--- config.mk ---
export PLATFORM = sky130hd
export DESIGN_NAME = pcm_deserializer
export DESIGN_NICKNAME = d
export VERILOG_FILES = /design/src/rtl/pcm_deserializer.sv
export SDC_FILE = /design/constraint.sdc
export NUM_CORES = 1
export LEC_CHECK = 0
export BUFFER_PORTS_ARGS = -buffer_cell sky130_fd_sc_hd__buf_2
export CAP_MARGIN = 0
export CORE_MARGIN = 10
export CORE_UTILIZATION = 40
export DETAILED_ROUTE_END_ITERATION = 6
export PLACE_DENSITY = 0.68
export SYNTH_ARGS = -nofsm -noshare
export SYNTH_HDL_FRONTEND = slang
export SYNTH_SLANG_ARGS = --single-unit
--- constraint.sdc ---
create_clock -name bit_clock_in -period 2.8 [get_ports bit_clock_in]
set_clock_uncertainty 0.2 [all_clocks]
set_input_delay 0.14 -clock bit_clock_in [delete_from_list [all_inputs] [get_ports bit_clock_in]]
set_output_delay 0.14 -clock bit_clock_in [all_outputs]
set_load 0.01 [all_outputs]
--- src/rtl/pcm_deserializer.sv ---
// rtl/pcm_deserializer.sv - I2S-style stereo PCM receiver with framing check and ready/valid output
module pcm_deserializer #(
    parameter int DATA_WIDTH = 16
) (
    input  logic                  bit_clock_in,
    input  logic                  rst_active_low,
    input  logic                  serial_data_in,
    input  logic                  LR_select,
    output logic [DATA_WIDTH-1:0] pcm_data_left,
    output logic [DATA_WIDTH-1:0] pcm_data_right,
    output logic                  pcm_data_valid,
    input  logic                  pcm_data_ready,
    output logic                  overrun,
    output logic                  frame_error,
    output logic                  locked
);

    localparam int CW = $clog2(DATA_WIDTH + 1);

    localparam logic [1:0] ST_UNSYNC = 2'd0;
    localparam logic [1:0] ST_LEFT   = 2'd1;
    localparam logic [1:0] ST_RIGHT  = 2'd2;

    logic [1:0]            state;
    logic [CW-1:0]         bit_cnt;
    logic [DATA_WIDTH-1:0] left_sr;
    logic [DATA_WIDTH-1:0] right_sr;
    logic                  ws_d;

    logic                  ws_edge;
    logic                  ws_fall;
    logic                  ws_rise;
    logic                  last_bit;
    logic                  in_word;
    logic                  word_ok;
    logic                  word_err;
    logic                  frame_done;
    logic [DATA_WIDTH-1:0] right_word;

    // Word-select edge detection and per-edge framing decisions
    always_comb begin
        ws_edge    = LR_select ^ ws_d;
        ws_fall    = ws_edge & ~LR_select;
        ws_rise    = ws_edge & LR_select;
        last_bit   = (bit_cnt == CW'(DATA_WIDTH - 1));
        in_word    = (state == ST_LEFT) || (state == ST_RIGHT);
        word_ok    = last_bit && ((state == ST_LEFT) ? ws_rise : ws_fall);
        // An edge mid-word, or a missing/wrong-direction edge on the LSB, breaks the frame
        word_err   = in_word && (last_bit ? !word_ok : ws_edge);
        frame_done = (state == ST_RIGHT) && last_bit && ws_fall;
        right_word = {right_sr[DATA_WIDTH-2:0], serial_data_in};
    end

    // Framing state machine and channel shift registers
    always_ff @(posedge bit_clock_in or negedge rst_active_low) begin
        if (!rst_active_low) begin
            state    <= ST_UNSYNC;
            bit_cnt  <= '0;
            left_sr  <= '0;
            right_sr <= '0;
            ws_d     <= 1'b0;
        end else begin
            ws_d <= LR_select;
            if (word_err) begin
                // A falling edge is itself a valid left-word start, so resync on it
                state   <= ws_fall ? ST_LEFT : ST_UNSYNC;
                bit_cnt <= '0;
            end else if (state == ST_UNSYNC) begin
                if (ws_fall) begin
                    state   <= ST_LEFT;
                    bit_cnt <= '0;
                end
            end else begin
                if (state == ST_LEFT) begin
                    left_sr <= {left_sr[DATA_WIDTH-2:0], serial_data_in};
                end else begin
                    right_sr <= right_word;
                end
                if (last_bit) begin
                    state   <= (state == ST_LEFT) ? ST_RIGHT : ST_LEFT;
                    bit_cnt <= '0;
                end else begin
                    bit_cnt <= bit_cnt + CW'(1);
                end
            end
        end
    end

    // Output pair register, handshake, and status pulses
    always_ff @(posedge bit_clock_in or negedge rst_active_low) begin
        if (!rst_active_low) begin
            pcm_data_left  <= '0;
            pcm_data_right <= '0;
            pcm_data_valid <= 1'b0;
            overrun        <= 1'b0;
            frame_error    <= 1'b0;
            locked         <= 1'b0;
        end else begin
            overrun     <= 1'b0;
            frame_error <= word_err;
            if (word_err) begin
                locked <= 1'b0;
            end
            if (frame_done) begin
                locked <= 1'b1;
                if (pcm_data_valid && !pcm_data_ready) begin
                    // Held pair has priority; the new one is lost
                    overrun <= 1'b1;
                end else begin
                    pcm_data_left  <= left_sr;
                    pcm_data_right <= right_word;
                    pcm_data_valid <= 1'b1;
                end
            end else if (pcm_data_valid && pcm_data_ready) begin
                pcm_data_valid <= 1'b0;
            end
        end
    end

endmodule
Word-level counts from Yosys, hierarchy flattened --
Cells that the tools add are included.
Storage, ports and cells: register bits 75, logic and storage cells 62
Operators by class: equality and inequality tests 5, add/subtract/negate cells 1, mux-type cells 19, bitwise operators 8, reduce and logical (&&, ||, !) cells 18
Operators by type and width (number):
- 5-bit two-way mux | 4
- 1-bit two-way mux | 10
- 2-bit two-way mux | 5
- 1-bit logical AND | 6
- 2-bit AND reduction | 3
- 3-bit AND reduction | 2
- 5-bit by 1-bit adder with 5-bit output (second input constant) | 1
- 5-bit by 4-bit == test with 1-bit output (second input constant) | 1
- 1-bit NOT | 5
- 2-bit nonzero test | 2
- 3-bit inequality test (second input constant) | 1
- 3-bit nonzero test | 1
- 1-bit AND | 2
- 2-bit by 1-bit == test with 1-bit output (second input constant) | 1
- 2-bit == test (second input constant) | 1
- 1-bit zero test | 2
- 2-bit zero test | 1
- 2-bit inequality test (second input constant) | 1
- 1-bit logical OR | 1
- 1-bit bitwise XOR | 1

Logic depth before layout (Yosys ltp) --
Gate-level depths: netlist (run 1).
depth after elaboration 9, mapped depth 8

Worst setup path after synthesis (run 1) --
No wires, ideal clock.
path kind register to register, start register bit_cnt[0], end register left_sr[10], slack 0.593 ns, arrival time 1.882 ns, data required time 2.475 ns, clock period less this slack 2.207 ns, cell stages (with the launch flop) 8, setup time 0.125 ns, path buffers 2, path through dfrtp_1 ha_1 and4b_1 buf_6 nand2_4 a311oi_4 buf_8 mux2_4
On the way: word-level cells in the longest chain between the ends 7
RTL lines:
- start, declared | line 25 | logic [CW-1:0] bit_cnt;
- start signal, assigned | line 83 | bit_cnt <= bit_cnt + CW'(1);
- 5-bit by 4-bit == test with 1-bit output * | line 45 | last_bit = (bit_cnt == CW'(DATA_WIDTH - 1));
- 1-bit logical AND | line 47 | word_ok = last_bit && ((state == ST_LEFT) ? ws_rise : ws_fall);
- 1-bit zero test | line 49 | word_err = in_word && (last_bit ? !word_ok : ws_edge);
- 1-bit two-way mux * | line 49
- 1-bit logical AND * | line 49
- 1-bit NOT (no source line) *
- 3-bit AND reduction (no source line) *
- end signal, assigned | line 75 | left_sr <= {left_sr[DATA_WIDTH-2:0], serial_data_in};
- end, declared | line 26 | logic [DATA_WIDTH-1:0] left_sr;
Mark *: on every way between the ends. The rest lies on a longest branch, timed or not. A chain may end at the register's enable or synchronous reset.

Worst setup path in the final report (run 1) --
start input LR_select, end register pcm_data_left[13]
On the way: word-level cells in the longest chain between the ends 4, elaborated cells between the ends (all ways) 5
RTL lines:
- start, declared | line 8 | input logic LR_select,
- 1-bit bitwise XOR / 1-bit NOT (equally long branches) | line 42, 43
- 1-bit AND * | line 43 | ws_fall = ws_edge & ~LR_select;
- 1-bit logical AND * | line 50 | frame_done = (state == ST_RIGHT) && last_bit && ws_fall;
- 2-bit AND reduction (no source line) *
- end signal, assigned | line 110 | pcm_data_left <= left_sr;
- end, declared | line 9 | output logic [DATA_WIDTH-1:0] pcm_data_left,
Marked as above.

==> results of run 1 <==
## area by class of cell
cell class	count	area [sq um]	share of cell area [%]
clock buffers	10	138	3.67
repair buffers	47	278	7.40
clock inverters	6	70.1	1.87
well taps	102	128	3.40
multi-input cells	122	1240	33.0
inverters	6	22.5	0.600
flip-flops and latches	75	1880	50.0
## cells in the final DEF (no fill, tap or decap), types with 2 or more instances in the layout
cell and n:
dlygate4sd3_1 4, clkbuf_8 10, nor2b_1 3, nand2_1 6, mux2_2 44, ha_1 7, nand2b_1 4, nand3_1 4
a311oi_4 2, nor2_1 7, buf_2 39, inv_6 4, inv_1 6, a21oi_1 3, buf_4 3, dfrtp_1 75
o21ai_0 3, mux2_4 20
## worst reg2reg max path, cell delays in order, from the launching register on
cell and delay (ns):
dfrtp_1 0.40, ha_1 0.22, and4b_1 0.37, nand2_2 0.10, a311oi_4 0.28, buf_4 0.30, mux2_2 0.37
## power groups by stage
stage	sequential (mW)	clock [mW]	combinational [mW]
3_3_place_gp	1.52	0	1.04
3_5_place_dp	1.53	0	1.07
4_1_cts	1.51	0.883	1.08
2_1_floorplan	1.47	0	0.958
6_report	1.51	0.857	1.07
5_1_grt	1.55	0.940	1.18
## cell families (layout without fill, tap and decap cells)
| kind of cell | count (synthesis) | count (layout) | share of synthesized area (%) |
|---|---|---|---|
| mux | 66 | 66 | 25.4 |
| flops | 75 | 75 | 58.4 |
| xor+xnor | 1 | 1 | 0.273 |
| simple gates | 35 | 35 | 6.04 |
| compound gates | 13 | 13 | 3.90 |
| fa+ha+maj | 7 | 7 | 2.73 |
| buf+inv | 16 | 69 | 3.19 |
## per-layer routing
| metal | track usage (%) | routed length [microns] |
|---|---|---|
| met1 | 12.2 | 2400 |
| met2 | 14.3 | 2510 |
| met3 | 3.80 | 376 |
| met4 | 3.90 | 57 |
| met5 | 0 | 0 |
## final timing paths
kind	to	slack [ns]	cells after the start
min	ws_d	0.27	2
min reg2reg	pcm_data_left[5]	0.29	1
min in group asynchronous	pcm_data_right[8]	0.29	2
max in group asynchronous	locked	1.53	2
max reg2reg	right_sr[2]	0.44	6
max	pcm_data_left[13]	0.42	9
## registers in the layout, indices dropped and copies added, names as in the netlist
name	flops
bit_cnt	5
locked	1
pcm_data_valid	1
pcm_data_left	16
frame_error	1
state	2
ws_d	1
left_sr	16
pcm_data_right	16
overrun	1
right_sr	15
==> summary.txt, run 1 <==
Routing
  • Via count: 1,769
  • DRC viols: 0
  • Iter 0 DRT Violations: 79
  • DRT Pass-1 Iters: 4
  • Drt total wl: approximately 5300 microns
  • Post-DRT Antenna Nets: 0
  • Routed WL per cell: 14.5 microns
  • DR vias/cell: 4.81

Yosys
  • Post-Synthesis Net Count: 225
  • Mean post-synth cell area: 15.1 sq um
  • Post-synth top cells: dfrtp_1, mux2_2, mux2_4, ha_1, nor2_1
  • Seq/Total Area, Yosys: 58.4%
  • Yosys top cell area share: approximately three fifths
  • Mapped Cells: between 200 and 250
  • Synth Cell Area: 0.00321 sq mm
  • Cell taking the most area after synthesis: dfrtp_1
  • Most frequent cell after synthesis: dfrtp_1
  • Count of cell types in the netlist: 36
  • Yosys reg bits: 75
  • Post-synth EDFFs: 0
  • Main area contributors after synthesis: dfrtp_1, mux2_2, mux2_4
  • Ys async rst share: 100%
  • Synth warn: 0
  • Top_reg_cell synth: dfrtp_1

GRT
  • Vias in the first global route: 1,848
  • Initial antenna violation count: 0
  • Grt ovf: 0
  • First-pass GRT wire length: between 9000 and 10,000 microns
  • Total Routing Usage GR: roughly a tenth
  • Largest net degree at the start of global routing: 76

STA
  • Fmax: 0.420 GHz
  • Final hold slack: approximately 0.27 ns
  • RSZ-0062 raised after global routing: false
  • Worst slew margin: 38.9%
  • Worst Tran Pin Value: 0.916 ns
  • Setup TNS: 0 ns
  • Final Hold Viols: 0
  • Fin. max-slew vios: 0
  • Fin crit period: 2.38 ns
  • Post-layout worst setup margin: 0.419 ns
  • Tcrit/Tclk final: between 80% and 90%
  • Final setup fails: 0

Clock tree
  • Clk buf depth: 2
  • H-Tree Depth: 3
  • Skew-Pair Late Insertion Delay: 0.34 ns
  • Clk slew on worst S/H paths: about 0.08 ns
  • Post-CTS Setup Bufs: 0
  • Post-CTS sizing: 0
  • Clock root buffer: clkbuf_8
  • Cts bufs inserted: 9
  • Hold-fix buffers, CTS: 4
  • Clk sink count: 75
  • CTS tree: built

Floorplan
  • Initial core utilization: 41.3%
  • Ports: 41
  • Num rows: 32
  • Die Ht: 110 microns
  • Die width: 110 microns
  • Full die area: about 0.012 sq mm
  • Core ar.: between 0.007 and 0.008 sq mm

Job
  • Max_cap viols: 0

Power
  • Pleak: ~1.9 nW
  • Worst vdd ir: 0.304 mV
  • Internal: about 2.4 mW
  • Share of total power in combinational logic: 31.0%
  • Clk pwr share: 24.9%
  • P_sw: 1.05 mW
  • P per Cell Area: 915 mW/mm^2
  • Power Total: ~3.4 mW
  • Switching share of power: 30.5%
  • Flop pwr share: between 40 and 50%

Worst setup path
  • CP Max Fanout: 32
  • Critical-path cell list: dlygate4sd3_1 > buf_2 > inv_1 > ha_1 > nand2_1 > or3_1 > nor2b_4 > buf_12 > mux2_2
  • Worst path slowest cell: dlygate4sd3_1
  • WP data required: 2.82 ns
  • Crit Path Class: in -> reg
  • CP startpoint kind: primary input
  • Crit. End Element: flip-flop
  • Arr. time, crit path: roughly 2.4 ns
  • Crit-path leading delay family: buffers and inverters
  • Critical Path Max Stage Delay: 0.52 ns
  • R2r startpoint: bit_cnt[0]
  • Crit path buf inv count: 4
  • CP startpoint: LR_select

Outcome
  • Status: finished clean

Finish
  • Number of nets in the layout: 273
  • Layout cells sized above 1: 48.9%
  • Design Area, Final: 0.00375 sq mm
  • Synth-to-layout area growth: 16.8%
  • Fill cell total of the finished layout: ~700
  • # diodes: 0
  • Post-Route Utilization: 48.3%
  • Fin cells: roughly 370

Placement
  • Dpl cells: 348
  • Hpwl dp: 3650 microns
  • Buffers on Ports: 40
  • DP Worst Slack: approximately 0.46 ns
  • Placement Cell Area: 0.00350 sq mm
  • Global placer's final weighted congestion: 0.816

Min path
  • Hold crit path type: in -> reg
  • Hold wc startpoint: LR_select
(Power assumes the default switching activity.)
==> run 2: changes to the inputs <==
==> constraint.sdc (replaced) <==
create_clock -name bit_clock_in -period 2.3 [get_ports bit_clock_in]
set_clock_uncertainty 0.2 [all_clocks]
set_input_delay 0.115 -clock bit_clock_in [delete_from_list [all_inputs] [get_ports bit_clock_in]]
set_output_delay 0.115 -clock bit_clock_in [all_outputs]
set_load 0.05 [all_outputs]
==> summary.txt, run 2 (synthesis gave the netlist of run 1 again) <==
Placement
  • Global placer's final weighted congestion: 0.796
  • Buffers on Ports: 40
  • Hpwl dp: 3900 microns
  • DP Worst Slack: 0.0272 ns
  • Placement Cell Area: between 0.003 and 0.004 sq mm

Finish
  • # diodes: 0
  • Fill cell total of the finished layout: 681
  • Layout cells sized above 1: 51.6%
  • Register area: 0.00188 sq mm
  • Commonest non-fill, non-tap cells in the layout: dfrtp_1, mux2_2, buf_2
  • Commonest non-fill, non-tap cell in the layout: dfrtp_1
  • Multi-input logic area: 0.00125 sq mm
  • Number of nets in the layout: 280
  • Synth-to-layout area growth: 20.1%
  • Design Area, Final: 0.00386 sq mm
  • Largest registers: left_sr x16, pcm_data_left x16, pcm_data_right x16

Min path
  • Hold crit path type: in -> async

STA
  • Fin crit period: 2.18 ns
  • Final hold slack: 0.108 ns
  • Worst Tran Pin Value: 0.382 ns
  • Final setup fails: 0
  • Post-layout worst setup margin: 0.124 ns
  • Worst slew margin: between 70 and 80%
  • Final Hold Viols: 0
  • Fmax: 0.459 GHz
  • RSZ-0062 raised after global routing: false
  • Fin. max-slew vios: 0
  • Setup TNS: 0 ns
  • Tcrit/Tclk final: 94.6%

Floorplan
  • Core ar.: 0.00777 sq mm
  • Die Ht: ~110 microns
  • Die width: 110 microns
  • Initial core utilization: 41.3%
  • Num rows: 32
  • Full die area: 0.0120 sq mm
  • Ports: 41

Routing
  • DRT Pass-1 Iters: 4
  • Routed WL per cell: ~15 microns
  • WL met1: 2460 microns
  • Iter 0 DRT Violations: between 60 and 70
  • DRC viols: 0
  • Met3 Wirelength: 360 microns
  • WL met2: 2660 microns
  • DR vias/cell: 4.79
  • Via count: 1,798
  • Post-DRT Antenna Nets: 0
  • Highest layer used for signal routing: met4
  • Drt total wl: 5580 microns

Worst setup path
  • Crit. End Element: flip-flop
  • CP Max Fanout: 16
  • Crit Path Class: reg -> reg
  • Arr. time, crit path: 2.21 ns
  • WP data required: 2.33 ns
  • R2r worst-path depth: 6
  • CP startpoint kind: flip-flop

Power
  • Power Total: 4.31 mW
  • P per Cell Area: 1120 mW/mm^2
  • Pleak: 1.97 nW
  • Worst vdd ir: 0.418 mV

Job
  • Max_cap viols: 0

GRT
  • Grt ovf: 0
  • Vias in the first global route: 1,807
  • Initial antenna violation count: 0
  • Largest net degree at the start of global routing: 76
  • Total Routing Usage GR: 9.83%
  • First-pass GRT wire length: 9160 microns

Clock tree
  • Clock root buffer: clkbuf_8
  • Cts bufs inserted: 9
  • CTS tree: built
  • Skew-Pair Late Insertion Delay: 0.35 ns
  • Clk slew on worst S/H paths: roughly 0.08 ns
  • Clk sink count: 75
  • H-Tree Depth: 3
  • Clk buf depth: 2

Outcome
  • Status: finished clean
## run 2: layout make-up
type	instances	area share, %
clock buffers	11	3.92
clock inverters	5	1.56
inverters	6	0.584
multi-input cells	122	32.4
flip-flops and latches	75	48.7
well taps	102	3.31
repair buffers	54	9.54
## run 2: repair_timing
| item | CTS | global route |
|---|---|---|
| setup endpoints to repair | 0 | 51 |
| endpoints found under the hold margin | 81 | 0 |
| buffers inserted | 0 | 1 |
| resized for setup | 0 | 4 |
| hold buffers | 4 | 0 |
## run 2: report_power, final
group / internal [mW] / switching (mW) / total (mW)
Sequential: 1.61 / 0.236 / 1.85
Combinational: 0.808 / 0.596 / 1.40
Clock: 0.564 / 0.490 / 1.05
## run 2: metal layers
layer,vias to the layer above,track usage (%)
met1,901,12.2
met5,-,0
met2,35,14.9
met3,10,3.28
met4,0,5.30
li1,852,-
## run 2: through the flow
stage / std cells / utilization, %
final: 375 / 49.7
after global routing: 375 / 49.7
after CTS: 374 / 49.4
after detailed placement: 354 / 46.2
after global placement: 354 / 46.2
after floorplan: 213 / -
## run 2: final timing paths
check | start | end | slack [ns]
worst max-delay path | bit_cnt[0] | left_sr[1] | 0.12
worst min-delay path | rst_active_low | pcm_data_right[9] | 0.11
worst max register to register | bit_cnt[0] | left_sr[1] | 0.12
worst min register to register | pcm_data_right[3] | pcm_data_right[3] | 0.30
max in group asynchronous | rst_active_low | bit_cnt[0] | 1.48
min in group bit_clock_in | LR_select | ws_d | 0.24
## run 2: critical path, cell delays in order, from the launching register on
cell	delay, ns
dfrtp_1	0.40
ha_2	0.22
and4b_2	0.30
nand2_4	0.07
a311oi_4	0.32
buf_12	0.21
mux2_2	0.34
